<file path="src/rtl/pool2d_engine_pkg.sv">
// Shared encodings and elaboration-time helpers for the 2-D pooling engine.
package pool_pkg;

   localparam logic POOL_MAX = 1'b0;
   localparam logic POOL_AVG = 1'b1;

   typedef enum logic [2:0] {
      ST_IDLE,
      ST_ISSUE,
      ST_DRAIN,
      ST_WRITE,
      ST_DONE
   } pool_state_e;

   function automatic int out_dim(input int img, input int k, input int stride);
      return (img - k) / stride + 1;
   endfunction

   function automatic int sum_w(input int data_w, input int k);
      return data_w + $clog2(k * k + 1);
   endfunction

   function automatic int idx_w(input int n);
      return (n > 1) ? $clog2(n) : 1;
   endfunction

endpackage

</file>
<file path="src/rtl/pool2d_engine_window_acc.sv">
// Per-window accumulator: running unsigned max and running sum with constant divide.
module pool_window_acc
   import pool_pkg::*;
#(
   parameter int DATA_W = 8,
   parameter int K      = 3
) (
   input  logic              clk,
   input  logic              clear,
   input  logic              valid,
   input  logic [DATA_W-1:0] data,
   input  logic              mode,
   output logic [DATA_W-1:0] result
);

   localparam int SW = sum_w(DATA_W, K);
   localparam int KK = K * K;

   logic [DATA_W-1:0] max_q;
   logic [SW-1:0]     sum_q;
   logic [SW-1:0]     avg;

   always_ff @(posedge clk) begin
      if (clear) begin
         max_q <= '0;
         sum_q <= '0;
      end else if (valid) begin
         if (data > max_q) max_q <= data;
         sum_q <= sum_q + SW'(data);
      end
   end

   // A full window of max-valued pixels divides back to exactly the max value.
   assign avg    = sum_q / SW'(KK);
   assign result = (mode == POOL_AVG) ? DATA_W'(avg) : max_q;

endmodule

</file>
<file path="src/rtl/pool2d_engine.sv">
// Multi-channel K x K max/average pooling engine between two BRAM ports.
//
// state    | meaning
// ---------+----------------------------------------------------------
// ST_IDLE  | waiting for start after reset
// ST_ISSUE | one input read per cycle over the K x K window
// ST_DRAIN | down-counter waits RD_LAT cycles for the last read data
// ST_WRITE | single-cycle output write, advance window indices
// ST_DONE  | run complete, done held until the next start
module pool2d_engine
   import pool_pkg::*;
#(
   parameter int DATA_W   = 8,
   parameter int IMG_W    = 7,
   parameter int IMG_H    = 7,
   parameter int CHANNELS = 1,
   parameter int K        = 3,
   parameter int STRIDE   = 2,
   parameter int RD_LAT   = 2,
   parameter int ADDR_W   = 16
) (
   input  logic              clk,
   input  logic              rst,
   input  logic              start,
   input  logic              mode,
   output logic              busy,
   output logic              done,
   output logic              in_ren,
   output logic [ADDR_W-1:0] in_addr,
   input  logic [DATA_W-1:0] in_dout,
   output logic              out_wen,
   output logic [ADDR_W-1:0] out_addr,
   output logic [DATA_W-1:0] out_din
);

   localparam int OUT_W = out_dim(IMG_W, K, STRIDE);
   localparam int OUT_H = out_dim(IMG_H, K, STRIDE);
   localparam int CW    = idx_w(CHANNELS);
   localparam int OXW   = idx_w(OUT_W);
   localparam int OYW   = idx_w(OUT_H);
   localparam int KW    = idx_w(K);
   localparam int DW    = idx_w(RD_LAT);

   pool_state_e       state;
   logic              mode_q;
   logic [CW-1:0]     c_idx;
   logic [OYW-1:0]    oy_idx;
   logic [OXW-1:0]    ox_idx;
   logic [KW-1:0]     j_idx;
   logic [KW-1:0]     i_idx;
   logic [DW-1:0]     drain_cnt;
   logic [RD_LAT-1:0] vld_sr;

   logic              i_last, j_last, ox_last, oy_last, c_last, run_last;
   logic [CW-1:0]     nx_c;
   logic [OYW-1:0]    nx_oy;
   logic [OXW-1:0]    nx_ox;
   logic              acc_clear;

   function automatic logic [ADDR_W-1:0] rd_addr(
      input logic [CW-1:0]  cv,
      input logic [OYW-1:0] oyv,
      input logic [OXW-1:0] oxv,
      input logic [KW-1:0]  jv,
      input logic [KW-1:0]  iv
   );
      return ADDR_W'(cv) * ADDR_W'(IMG_W * IMG_H)
           + (ADDR_W'(oyv) * ADDR_W'(STRIDE) + ADDR_W'(jv)) * ADDR_W'(IMG_W)
           + ADDR_W'(oxv) * ADDR_W'(STRIDE) + ADDR_W'(iv);
   endfunction

   function automatic logic [ADDR_W-1:0] wr_addr(
      input logic [CW-1:0]  cv,
      input logic [OYW-1:0] oyv,
      input logic [OXW-1:0] oxv
   );
      return ADDR_W'(cv) * ADDR_W'(OUT_W * OUT_H)
           + ADDR_W'(oyv) * ADDR_W'(OUT_W) + ADDR_W'(oxv);
   endfunction

   assign i_last   = (i_idx == KW'(K - 1));
   assign j_last   = (j_idx == KW'(K - 1));
   assign ox_last  = (ox_idx == OXW'(OUT_W - 1));
   assign oy_last  = (oy_idx == OYW'(OUT_H - 1));
   assign c_last   = (c_idx == CW'(CHANNELS - 1));
   assign run_last = ox_last && oy_last && c_last;

   always_comb begin
      nx_ox = ox_idx + OXW'(1);
      nx_oy = oy_idx;
      nx_c  = c_idx;
      if (ox_last) begin
         nx_ox = '0;
         nx_oy = oy_idx + OYW'(1);
         if (oy_last) begin
            nx_oy = '0;
            nx_c  = c_idx + CW'(1);
         end
      end
   end

   // Clearing on the write cycle leaves the accumulator empty for the next window.
   assign acc_clear = rst || (state == ST_WRITE);

   always_ff @(posedge clk) begin
      if (rst) begin
         state     <= ST_IDLE;
         busy      <= 1'b0;
         done      <= 1'b0;
         in_ren    <= 1'b0;
         in_addr   <= '0;
         out_wen   <= 1'b0;
         out_addr  <= '0;
         mode_q    <= POOL_MAX;
         c_idx     <= '0;
         oy_idx    <= '0;
         ox_idx    <= '0;
         j_idx     <= '0;
         i_idx     <= '0;
         drain_cnt <= '0;
         vld_sr    <= '0;
      end else begin
         for (int k = RD_LAT - 1; k > 0; k--) vld_sr[k] <= vld_sr[k-1];
         vld_sr[0] <= in_ren;
         out_wen   <= 1'b0;

         case (state)
            ST_IDLE, ST_DONE: begin
               if (start) begin
                  state   <= ST_ISSUE;
                  busy    <= 1'b1;
                  done    <= 1'b0;
                  mode_q  <= mode;
                  c_idx   <= '0;
                  oy_idx  <= '0;
                  ox_idx  <= '0;
                  j_idx   <= '0;
                  i_idx   <= '0;
                  in_ren  <= 1'b1;
                  in_addr <= '0;
               end
            end

            ST_ISSUE: begin
               if (i_last) begin
                  i_idx <= '0;
                  if (j_last) begin
                     j_idx     <= '0;
                     in_ren    <= 1'b0;
                     drain_cnt <= DW'(RD_LAT - 1);
                     state     <= ST_DRAIN;
                  end else begin
                     j_idx   <= j_idx + KW'(1);
                     in_addr <= rd_addr(c_idx, oy_idx, ox_idx, j_idx + KW'(1), '0);
                  end
               end else begin
                  i_idx   <= i_idx + KW'(1);
                  in_addr <= rd_addr(c_idx, oy_idx, ox_idx, j_idx, i_idx + KW'(1));
               end
            end

            ST_DRAIN: begin
               if (drain_cnt == '0) begin
                  out_wen  <= 1'b1;
                  out_addr <= wr_addr(c_idx, oy_idx, ox_idx);
                  state    <= ST_WRITE;
               end else begin
                  drain_cnt <= drain_cnt - DW'(1);
               end
            end

            ST_WRITE: begin
               if (run_last) begin
                  state <= ST_DONE;
                  busy  <= 1'b0;
                  done  <= 1'b1;
               end else begin
                  c_idx   <= nx_c;
                  oy_idx  <= nx_oy;
                  ox_idx  <= nx_ox;
                  in_ren  <= 1'b1;
                  in_addr <= rd_addr(nx_c, nx_oy, nx_ox, '0, '0);
                  state   <= ST_ISSUE;
               end
            end

            default: state <= ST_IDLE;
         endcase
      end
   end

   pool_window_acc #(
      .DATA_W(DATA_W),
      .K     (K)
   ) u_acc (
      .clk   (clk),
      .clear (acc_clear),
      .valid (vld_sr[RD_LAT-1]),
      .data  (in_dout),
      .mode  (mode_q),
      .result(out_din)
   );

endmodule

</file>
<file path="config.mk">
export PLATFORM = sky130hd
export DESIGN_NAME = pool2d_engine
export DESIGN_NICKNAME = d
export VERILOG_FILES = /design/src/rtl/pool2d_engine_pkg.sv /design/src/rtl/pool2d_engine_window_acc.sv /design/src/rtl/pool2d_engine.sv
export SDC_FILE = /design/constraint.sdc
export NUM_CORES = 1
export LEC_CHECK = 0
export CORE_MARGIN = 2
export CORE_UTILIZATION = 59
export CTS_BUF_LIST = sky130_fd_sc_hd__clkbuf_16
export DETAILED_ROUTE_END_ITERATION = 10
export PLACE_DENSITY = 0.82
export SYNTH_ARGS = -nofsm -noshare
export SYNTH_HDL_FRONTEND = slang
export SYNTH_SLANG_ARGS = --single-unit
</file>
<file path="constraint.sdc">
create_clock -name clk -period 6.2 [get_ports clk]
set_clock_uncertainty 0.2 [all_clocks]
set_input_delay 0.62 -clock clk [delete_from_list [all_inputs] [get_ports clk]]
set_output_delay 0.62 -clock clk [all_outputs]
set_load 0.03 [all_outputs]
</file>
==> flow_metrics.tcl, run 1 <==
set metrics [dict create \
    synth_edf_count 0 \
    remaining_drc_errors 0 \
    worstPathArrival_ns 5.02 \
    hpwl_microns 11100 \
    r2r-end "in_addr[6]" \
    fin_nets 848 \
    grt_pass1_vias 5250 \
    final.min_clock_period_ns 5.84 \
    cts_hold_buffers 0 \
    start_kind "flop" \
    leakagePower_nw 2.80 \
    fin_crit_sh 0.942 \
    dpl_cell_area_sq_um 6220 \
    max-vdd-ir-drop_v 0.000150 \
    crit_path_max_fanout 18 \
    drv_slew 0 \
    cts_buffers 5 \
    synth_seq_cells 53 \
    gr-total-overflow 0 \
    grt_max_degree 35 \
    r2r_slack_ns 1.15 \
    clock_latency_ns 0.29 \
    cts.clk_slew.worst_paths_ns 0.07 \
    drt-initial-drc-count 220 \
    m1WireLength_microns 5820 \
    synth_cells 723 \
    syn_area_sq_um 5880 \
    hold_violations 0 \
    fmax_mhz 171 \
    row_count 36 \
    status "finished clean" \
    die_h_microns 104 \
    power_density_nw_per_um2 130 \
    area_growth_syn_to_layout_pct 9.70 \
    yosysSeqAreaShare 0.180 \
    ant_nets 0 \
    grt_use_total 0.265 \
    finalSetupViolations 0 \
    synth_area_leaders "dfxtp_1 18%, ha_1 17%, fa_1 6.1%" \
    h-tree-depth 2 \
    stdcell_area_sq_um 6450 \
    maxSlewHeadroom 0.468 \
    route.met2.wl_microns 7280 \
    wl_met3_microns 720 \
    boundaryPins 56 \
    max-cap-violations 0 \
    synth_top_cell_by_area "dfxtp_1" \
    top_layer_used "met4" \
    yosysMostFrequentCell "nor2_1" \
    die_w_microns 104 \
    cts_root_buf "clkbuf_16" \
    synth_cell_types 84 \
    drt-wirelength-per-cell_microns 16.4 \
    synth-main-ff-cell "dfxtp_1" \
    r2r-start "j_idx[0]" \
    crit_start "u_acc.sum_q[8]" \
    gp_congestion 0.917 \
    cts.path.max_buffers 2 \
    async_reset_ff_frac 0 \
    r2r_cells 23 \
    io_buffers 36 \
    grt_pass1_wl_microns 23900 \
    cts_tree "built" \
    tns_ns 0 \
    final.fill_count 825 \
    routed_wl_microns 14400 \
    hold_class "reg2reg" \
    synth_top_area_frac 0.180 \
    drt_pass1_iterations 5 \
    ys_warn_count 0 \
    vias 5196 \
    antenna_found_initial 0 \
    viasPerCell 5.95 \
    die-area_sq_um 10800 \
    rsz0062_at_grt "false" \
    start_util 0.605 \
    synth_common_cells "79 x nor2_1, 78 x ha_1, 64 x inv_1" \
    syn_avg_cell_area_sq_um 8.14 \
    required_ns 5.38 \
    diodes 0 \
    core_sq_um 9730 \
    drive_above_1_share 0.0688 \
    cp-endpoint "out_din[1]" \
    path_class "reg2out" \
    worst_pin_slew_ns 0.796 \
    end_kind "output port" \
    cts.sinks 53 \
]
state kept, by name, indices dropped and copies added, names as in the netlist, 2 cells and up:
name	cells
oy_idx	2
ox_idx	2
u_acc.sum_q	12
j_idx	2
state	3
vld_sr	2
u_acc.max_q	8
in_addr	8
i_idx	2
out_addr	5
cells in the final DEF, fill, tap and decap left out, types with 4 or more instances in the layout:
cell type	n
ha_1	78
o22ai_1	5
xnor2_1	15
conb_1	19
nand3b_1	5
o21bai_1	5
inv_1	64
nor3_1	15
buf_4	14
nand2_1	29
nand2b_1	11
nand4_1	5
a21oi_1	56
clkbuf_16	5
a211o_1	4
clkdlybuf4s50_1	35
dfxtp_1	49
nor2_1	79
fa_1	18
o21ai_0	38
xor2_1	11
o211ai_1	7
nand3_1	10
a22oi_1	9
a21o_1	12
nor2b_1	19
a31oi_1	5
a211oi_1	8
mux2i_1	24
timing repair:
item	in CTS	in global routing
endpoints found under the hold margin	0	0
setup buffers	0	3
gates resized for setup	0	11
endpoints found under the setup margin	0	2
per-stage QoR:
stage | hold slack [ns] | setup slack, ns | power [mW] | util | cells
after floorplan | 0.214 | 1.37 | 0.492 | - | 741
after global placement | 0.216 | 0.490 | 0.519 | 0.640 | 863
after detailed placement | 0.244 | 0.365 | 0.524 | 0.640 | 863
after CTS | 0.274 | 0.00876 | 0.845 | 0.657 | 871
after global routing | 0.285 | 0.142 | 0.874 | 0.663 | 874
final | 0.274 | 0.358 | 0.841 | 0.663 | 874
worst max-delay path, stage by stage (launching register included):
cell and delay [ns]:
dfxtp_2 0.56, buf_4 0.22, and2b_1 0.22, o21ai_1 0.13, a221oi_2 0.38, o2111ai_2 0.27
a31oi_4 0.34, nand2_1 0.12, and3_1 0.19, or4_4 0.62, xnor2_4 0.18, ha_1 0.24
o31a_1 0.32, o21ai_0 0.19, o21ai_0 0.11, clkdlybuf4s50_1 0.63
routing by layer:
layer  global-route usage  vias to the layer above
met4                0.127                        0
met3               0.0332                       43
met5                    0                        -
met1                0.301                     2444
li1                     -                     2540
met2                0.490                      169
kinds of logic (layout without fill, tap and decap cells):
| logic type | after synthesis | count (layout) | synth area share |
|---|---|---|---|
| AND/OR/NAND/NOR | 204 | 204 | 0.179 |
| AO/OA/AOI/OAI | 191 | 191 | 0.220 |
| buffers and inverters | 122 | 122 | 0.0984 |
| adder cells (fa/ha/maj) | 98 | 98 | 0.230 |
| flip-flops | 53 | 53 | 0.180 |
| XOR/XNOR | 28 | 28 | 0.0461 |
| multiplexers | 26 | 26 | 0.0453 |
| other | 1 | 19 | 0.000637 |
cell type report:
cell class	instances	area [sq um]	area share
Timing Repair Buffer	50	468	0.0725
Tap cell	133	166	0.0258
Multi-Input combinational cell	566	4340	0.673
Inverter	64	240	0.0372
Clock buffer	5	125	0.0194
Clock inverter	3	43.8	0.00678
Sequential cell	53	1070	0.166
where the power goes:
part	switching (mW)	internal, mW
registers	0.0111	0.346
logic	0.0996	0.0615
clock network	0.131	0.191
total	0.241	0.599
how the worst min path moves through the flow:
stage	endpoint	startpoint	slack [ns]	cells after the start
after floorplan	vld_sr[1]	vld_sr[0]	0.21	1
after global placement	vld_sr[1]	vld_sr[0]	0.22	1
after detailed placement	vld_sr[1]	vld_sr[0]	0.24	1
after CTS	vld_sr[1]	vld_sr[0]	0.27	1
after global routing	vld_sr[1]	vld_sr[0]	0.28	1
final	vld_sr[1]	vld_sr[0]	0.27	1
No activity file was read; power rests on OpenSTA's default activity.
==> run 2, diff against run 1 <==
--- a/config.mk
+++ b/config.mk
@@ -5,11 +5,11 @@
 export SDC_FILE = /design/constraint.sdc
 export NUM_CORES = 1
 export LEC_CHECK = 0
-export CORE_MARGIN = 2
-export CORE_UTILIZATION = 59
+export CORE_UTILIZATION = 60
 export CTS_BUF_LIST = sky130_fd_sc_hd__clkbuf_16
 export DETAILED_ROUTE_END_ITERATION = 10
-export PLACE_DENSITY = 0.82
+export DONT_BUFFER_PORTS = 1
+export PLACE_DENSITY = 0.76
 export SYNTH_ARGS = -nofsm -noshare
 export SYNTH_HDL_FRONTEND = slang
 export SYNTH_SLANG_ARGS = --single-unit
==> run 2 against run 1 <==
Register-to-register slack improved by 0.08 ns. Die area decreased by 5.4%. Worst hold slack got worse by 0.094 ns. First-iteration DRC count decreased by 9.5%. Flip-flop and latch count unchanged. Non-clock buffer count decreased by 43. Wire length decreased by 1.0%. Final area decreased by 7.3%. Via count decreased by 3.5%. Critical path type unchanged. Largest power group unchanged.
==> flow_metrics.tcl, run 2 (synthesized netlist as in run 1, its figures left out) <==
set metrics [dict create \
    worst_pin_slew_ns 0.949 \
    fin_crit_sh 0.905 \
    area_growth_syn_to_layout_pct 1.70 \
    core_sq_um 9370 \
    grt_use_total 0.293 \
    gp_congestion 0.951 \
    final.min_clock_period_ns 5.61 \
    cts_buffers 5 \
    cts_root_buf "clkbuf_16" \
    max-vdd-ir-drop_v 0.000115 \
    fmax_mhz 178 \
    maxSlewHeadroom 0.361 \
    finalSetupViolations 0 \
    clock_latency_ns 0.30 \
    leakagePower_nw 2.61 \
    ant_nets 0 \
    cts.path.max_buffers 2 \
    start_kind "flop" \
    fin_nets 805 \
    cts_hold_buffers 0 \
    drive_above_1_share 0.0559 \
    die-area_sq_um 10200 \
    end_kind "output port" \
    drt-wirelength-per-cell_microns 17.2 \
    cp_num_buf_inv 2 \
    vias 5016 \
    start_util 0.628 \
    boundaryPins 56 \
    grt_pass1_wl_microns 23600 \
    row_count 35 \
    max-cap-violations 0 \
    hold_class "in2reg" \
    worstPathArrival_ns 4.79 \
    hold_start "rst" \
    drv_slew 0 \
    finalPower_uw 802 \
    cp_common_cell "o22ai_1" \
    crit_start "u_acc.sum_q[10]" \
    die_w_microns 101 \
    grt_max_degree 35 \
    cp_slowest_cell "or4_4" \
    whs_ns 0.180 \
    worstPathCellList "buf_4 -> nand2b_1 -> o22ai_1 -> a221oi_2 -> o2111ai_1 -> a31oi_4 -> nand2_1 -> and3_1 -> or4_4 -> xnor2_4 -> ha_1 -> o21ai_0 -> a22oi_1 -> o22ai_1 -> a211oi_1 -> o22ai_1 -> buf_4" \
    rsz0062_at_grt "false" \
    antenna_found_initial 0 \
    cts.sinks 53 \
    path_class "reg2out" \
    reg.largest.list "u_acc.sum_q x12, in_addr x8, u_acc.max_q x8" \
    viasPerCell 6.07 \
    die_h_microns 101 \
    crit_path_max_fanout 17 \
    cts.clk_slew.worst_paths_ns 0.08 \
    drt-initial-drc-count 199 \
    gr-total-overflow 0 \
    grt_pass1_vias 5024 \
    seqCellArea_sq_um 1060 \
    cpLargestDelayFamily "compound AO/OA/AOI/OAI gates" \
    largest_register "u_acc.sum_q" \
    setup_slack_ns 0.591 \
    final_cell_mix "79 x nor2_1, 78 x ha_1, 64 x inv_1, 56 x a21oi_1, 50 x dfxtp_1" \
    final.fill_count 865 \
    dp_slack_ns 0.795 \
    hold_violations 0 \
    diodes 0 \
    hpwl_microns 11000 \
    largest_reg_flops 12 \
    io_buffers 0 \
    r2r-start "j_idx[0]" \
    status "finished clean" \
    multi_input_area_sq_um 4310 \
    crit_path_max_incr_delay_ns 0.61 \
    drt_pass1_iterations 5 \
    remaining_drc_errors 0 \
    required_ns 5.38 \
    h-tree-depth 2 \
    final_common_cell "nor2_1" \
    power_density_nw_per_um2 134 \
    tns_ns 0 \
    routed_wl_microns 14200 \
    cts_tree "built" \
]
-- run 2: through the flow --
step	cells	cell area (sq um)	util
after CTS	827	5980	0.638
after global routing	827	5980	0.639
after global placement	819	5830	0.622
final	827	5980	0.639
after floorplan	741	5950	-
after detailed placement	819	5830	0.622
-- run 2: timing repair --
| item | CTS | global route |
|---|---|---|
| setup buffers | 0 | 0 |
| endpoints found under the setup margin | 0 | 1 |
| resized for setup | 0 | 3 |
-- run 2: power by group --
group | internal (mW) | leakage [nW] | switching (mW)
sequential | 0.347 | 0.430 | 0.0150
clock | 0.156 | 0.0763 | 0.149
combinational | 0.0485 | 2.10 | 0.0874
-- run 2: per-layer routing --
| layer | part of all wire | track usage | routed length (microns) |
|---|---|---|---|
| met5 | 0 | 0 | 0 |
| met4 | 0.023 | 0.104 | 330 |
| met3 | 0.053 | 0.0381 | 752 |
| met2 | 0.52 | 0.546 | 7410 |
| met1 | 0.40 | 0.341 | 5720 |
-- run 2: worst paths after layout --
kind / to / slack, ns / cells after the start
setup reg to reg: in_addr[6] / 1.23 / 23
hold reg to reg: vld_sr[1] / 0.25 / 1
setup / recovery: out_din[0] / 0.59 / 17
hold / removal: mode_q / 0.18 / 1
-- run 2: final cells by class --
cell class / instances / share of cell area
well taps: 129 / 0.0270
flip-flops and latches: 53 / 0.178
clock buffers: 5 / 0.0209
clock inverters: 3 / 0.00481
multi-input cells: 566 / 0.720
inverters: 64 / 0.0401
repair buffers: 7 / 0.00878
==> run 3, diff against run 2 <==
--- a/config.mk
+++ b/config.mk
@@ -5,11 +5,12 @@
 export SDC_FILE = /design/constraint.sdc
 export NUM_CORES = 1
 export LEC_CHECK = 0
-export CORE_UTILIZATION = 60
+export CORE_MARGIN = 2
+export CORE_UTILIZATION = 66
 export CTS_BUF_LIST = sky130_fd_sc_hd__clkbuf_16
 export DETAILED_ROUTE_END_ITERATION = 10
 export DONT_BUFFER_PORTS = 1
-export PLACE_DENSITY = 0.76
+export PLACE_DENSITY = 0.82
 export SYNTH_ARGS = -nofsm -noshare
 export SYNTH_HDL_FRONTEND = slang
 export SYNTH_SLANG_ARGS = --single-unit
==> run 3 against run 2 <==
Clock power down 8.9%. Global-route usage down 0.076 points. Power is 3.3% lower. Combinational power about the same. Fmax fell by 5.2%. Utilization rose by 4.4 points. Worst hold slack improved by 0.012 ns. Worst setup slack lost 0.31 ns. Cell count is 2.9% lower. Largest cell class unchanged.
==> flow_metrics.tcl, run 3 (synthesized netlist as in run 1, its figures left out) <==
set metrics [dict create \
    leakagePower_nw 2.59 \
    crit_start "u_acc.sum_q[9]" \
    maxSlewHeadroom 0.362 \
    whs_path_depth 1 \
    gp_congestion 0.987 \
    max-vdd-ir-drop_v 0.000102 \
    core_sq_um 8680 \
    h-tree-depth 2 \
    clock_latency_ns 0.29 \
    cp_common_cell "o22ai_1" \
    drv_slew 0 \
    grt_use_total 0.292 \
    rsz0062_at_grt "false" \
    row_count 34 \
    hold_class "in2reg" \
    tns_ns 0 \
    whs_ns 0.192 \
    viasPerCell 6.29 \
    grt_pass1_wl_microns 23400 \
    finalSetupViolations 0 \
    diodes 0 \
    r2r-start "j_idx[0]" \
    hold_violations 0 \
    final.fill_count 723 \
    cp_slowest_cell "dfxtp_1" \
    cts_tree "built" \
    final_cell_mix "79 x nor2_1, 78 x ha_1, 65 x inv_1, 56 x a21oi_1, 52 x dfxtp_1" \
    fin_nets 802 \
    ant_nets 0 \
    drive_above_1_share 0.0475 \
    fin_crit_sh 0.954 \
    cts_buffers 5 \
    cts.clk_slew.worst_paths_ns 0.07 \
    path_class "reg2out" \
    fmax_mhz 169 \
    status "finished clean" \
    die_w_microns 98.4 \
    crit_path_max_fanout 20 \
    r2r_cells 23 \
    cts_hold_buffers 0 \
    end_kind "output port" \
    hpwl_microns 10900 \
    reg.largest.list "u_acc.sum_q x12, in_addr x8, u_acc.max_q x8" \
    die_h_microns 98.4 \
    grt_max_degree 35 \
    post_cts_buffers 0 \
    final_common_cell "nor2_1" \
    hold_start "rst" \
    vias 5047 \
    start_util 0.678 \
    final.min_clock_period_ns 5.92 \
    worstPathArrival_ns 5.10 \
    drt_pass1_iterations 4 \
    antenna_found_initial 0 \
    largest_register "u_acc.sum_q" \
    cts.sinks 53 \
    largest_reg_flops 12 \
    max-cap-violations 0 \
    required_ns 5.38 \
    cts.path.max_buffers 2 \
    worst_pin_slew_ns 0.946 \
    cts_root_buf "clkbuf_16" \
    die-area_sq_um 9690 \
    start_kind "flop" \
    crit_path_max_incr_delay_ns 0.82 \
    drt-initial-drc-count 255 \
    remaining_drc_errors 0 \
    grt_pass1_vias 5002 \
    stdcell_area_sq_um 5920 \
    boundaryPins 56 \
    worstPathCellList "nor2b_1 -> nor2_1 -> a221oi_2 -> o2111ai_1 -> a31oi_4 -> nand2_1 -> and3_1 -> or4_4 -> xnor2_4 -> ha_1 -> o21ai_0 -> a22oi_1 -> o22ai_1 -> a211oi_1 -> o22ai_1 -> buf_4" \
    gr-total-overflow 0 \
    drt-wirelength-per-cell_microns 17.4 \
    area_growth_syn_to_layout_pct 0.638 \
    dpl_cell_area_sq_um 5780 \
    routed_wl_microns 14000 \
    io_buffers 0 \
    power_density_nw_per_um2 131 \
]
run 3: critical path: cells and delay by family, from the launching register on:
kind	cells	cell delay, ns
AO/OA/AOI/OAI	8	1.82
flip-flops	1	0.82
adder cells (fa/ha/maj)	1	0.23
AND/OR/NAND/NOR	5	1.53
buffers and inverters	1	0.18
XOR/XNOR	1	0.22
run 3: final cells by class:
type	instances	area (sq um)	share of cell area
clock buffer	5	125	0.0211
clock inverter	3	17.5	0.00296
tap	108	135	0.0228
multi-input combinational	566	4310	0.728
timing repair buffer	4	30.0	0.00507
inverter	64	240	0.0406
sequential	53	1060	0.179
run 3: final timing paths:
check	to	slack, ns
max	out_din[0]	0.28
min	vld_sr[0]	0.19
max reg2reg	in_addr[6]	1.24
min reg2reg	vld_sr[1]	0.26
run 3: per-stage QoR:
stage	setup WS [ns]	instances	utilization	total power, mW
floorplan	1.37	741	-	0.492
global placement	0.848	795	0.666	0.497
detailed placement	0.648	795	0.666	0.503
CTS	0.320	803	0.682	0.778
global route	0.0211	803	0.682	0.809
finish	0.284	803	0.682	0.775
run 3: what timing repair did:
action / CTS / global route
gates resized for setup: 0 / 1
endpoints found under the setup margin: 0 / 2
endpoints found under the hold margin: 0 / 0
run 3: power breakdown:
part | total (mW) | switching (mW) | leakage, nW | internal, mW
Clock | 0.277 | 0.128 | 0.0754 | 0.149
Sequential | 0.363 | 0.0159 | 0.429 | 0.347
Combinational | 0.135 | 0.0866 | 2.09 | 0.0484
Total | 0.775 | 0.230 | 2.59 | 0.544
run 3: per-layer routing:
layer | part of all wire | GRT usage
met1 | 0.39 | 0.354
met2 | 0.51 | 0.525
met3 | 0.064 | 0.0362
met4 | 0.029 | 0.118
met5 | 0 | 0
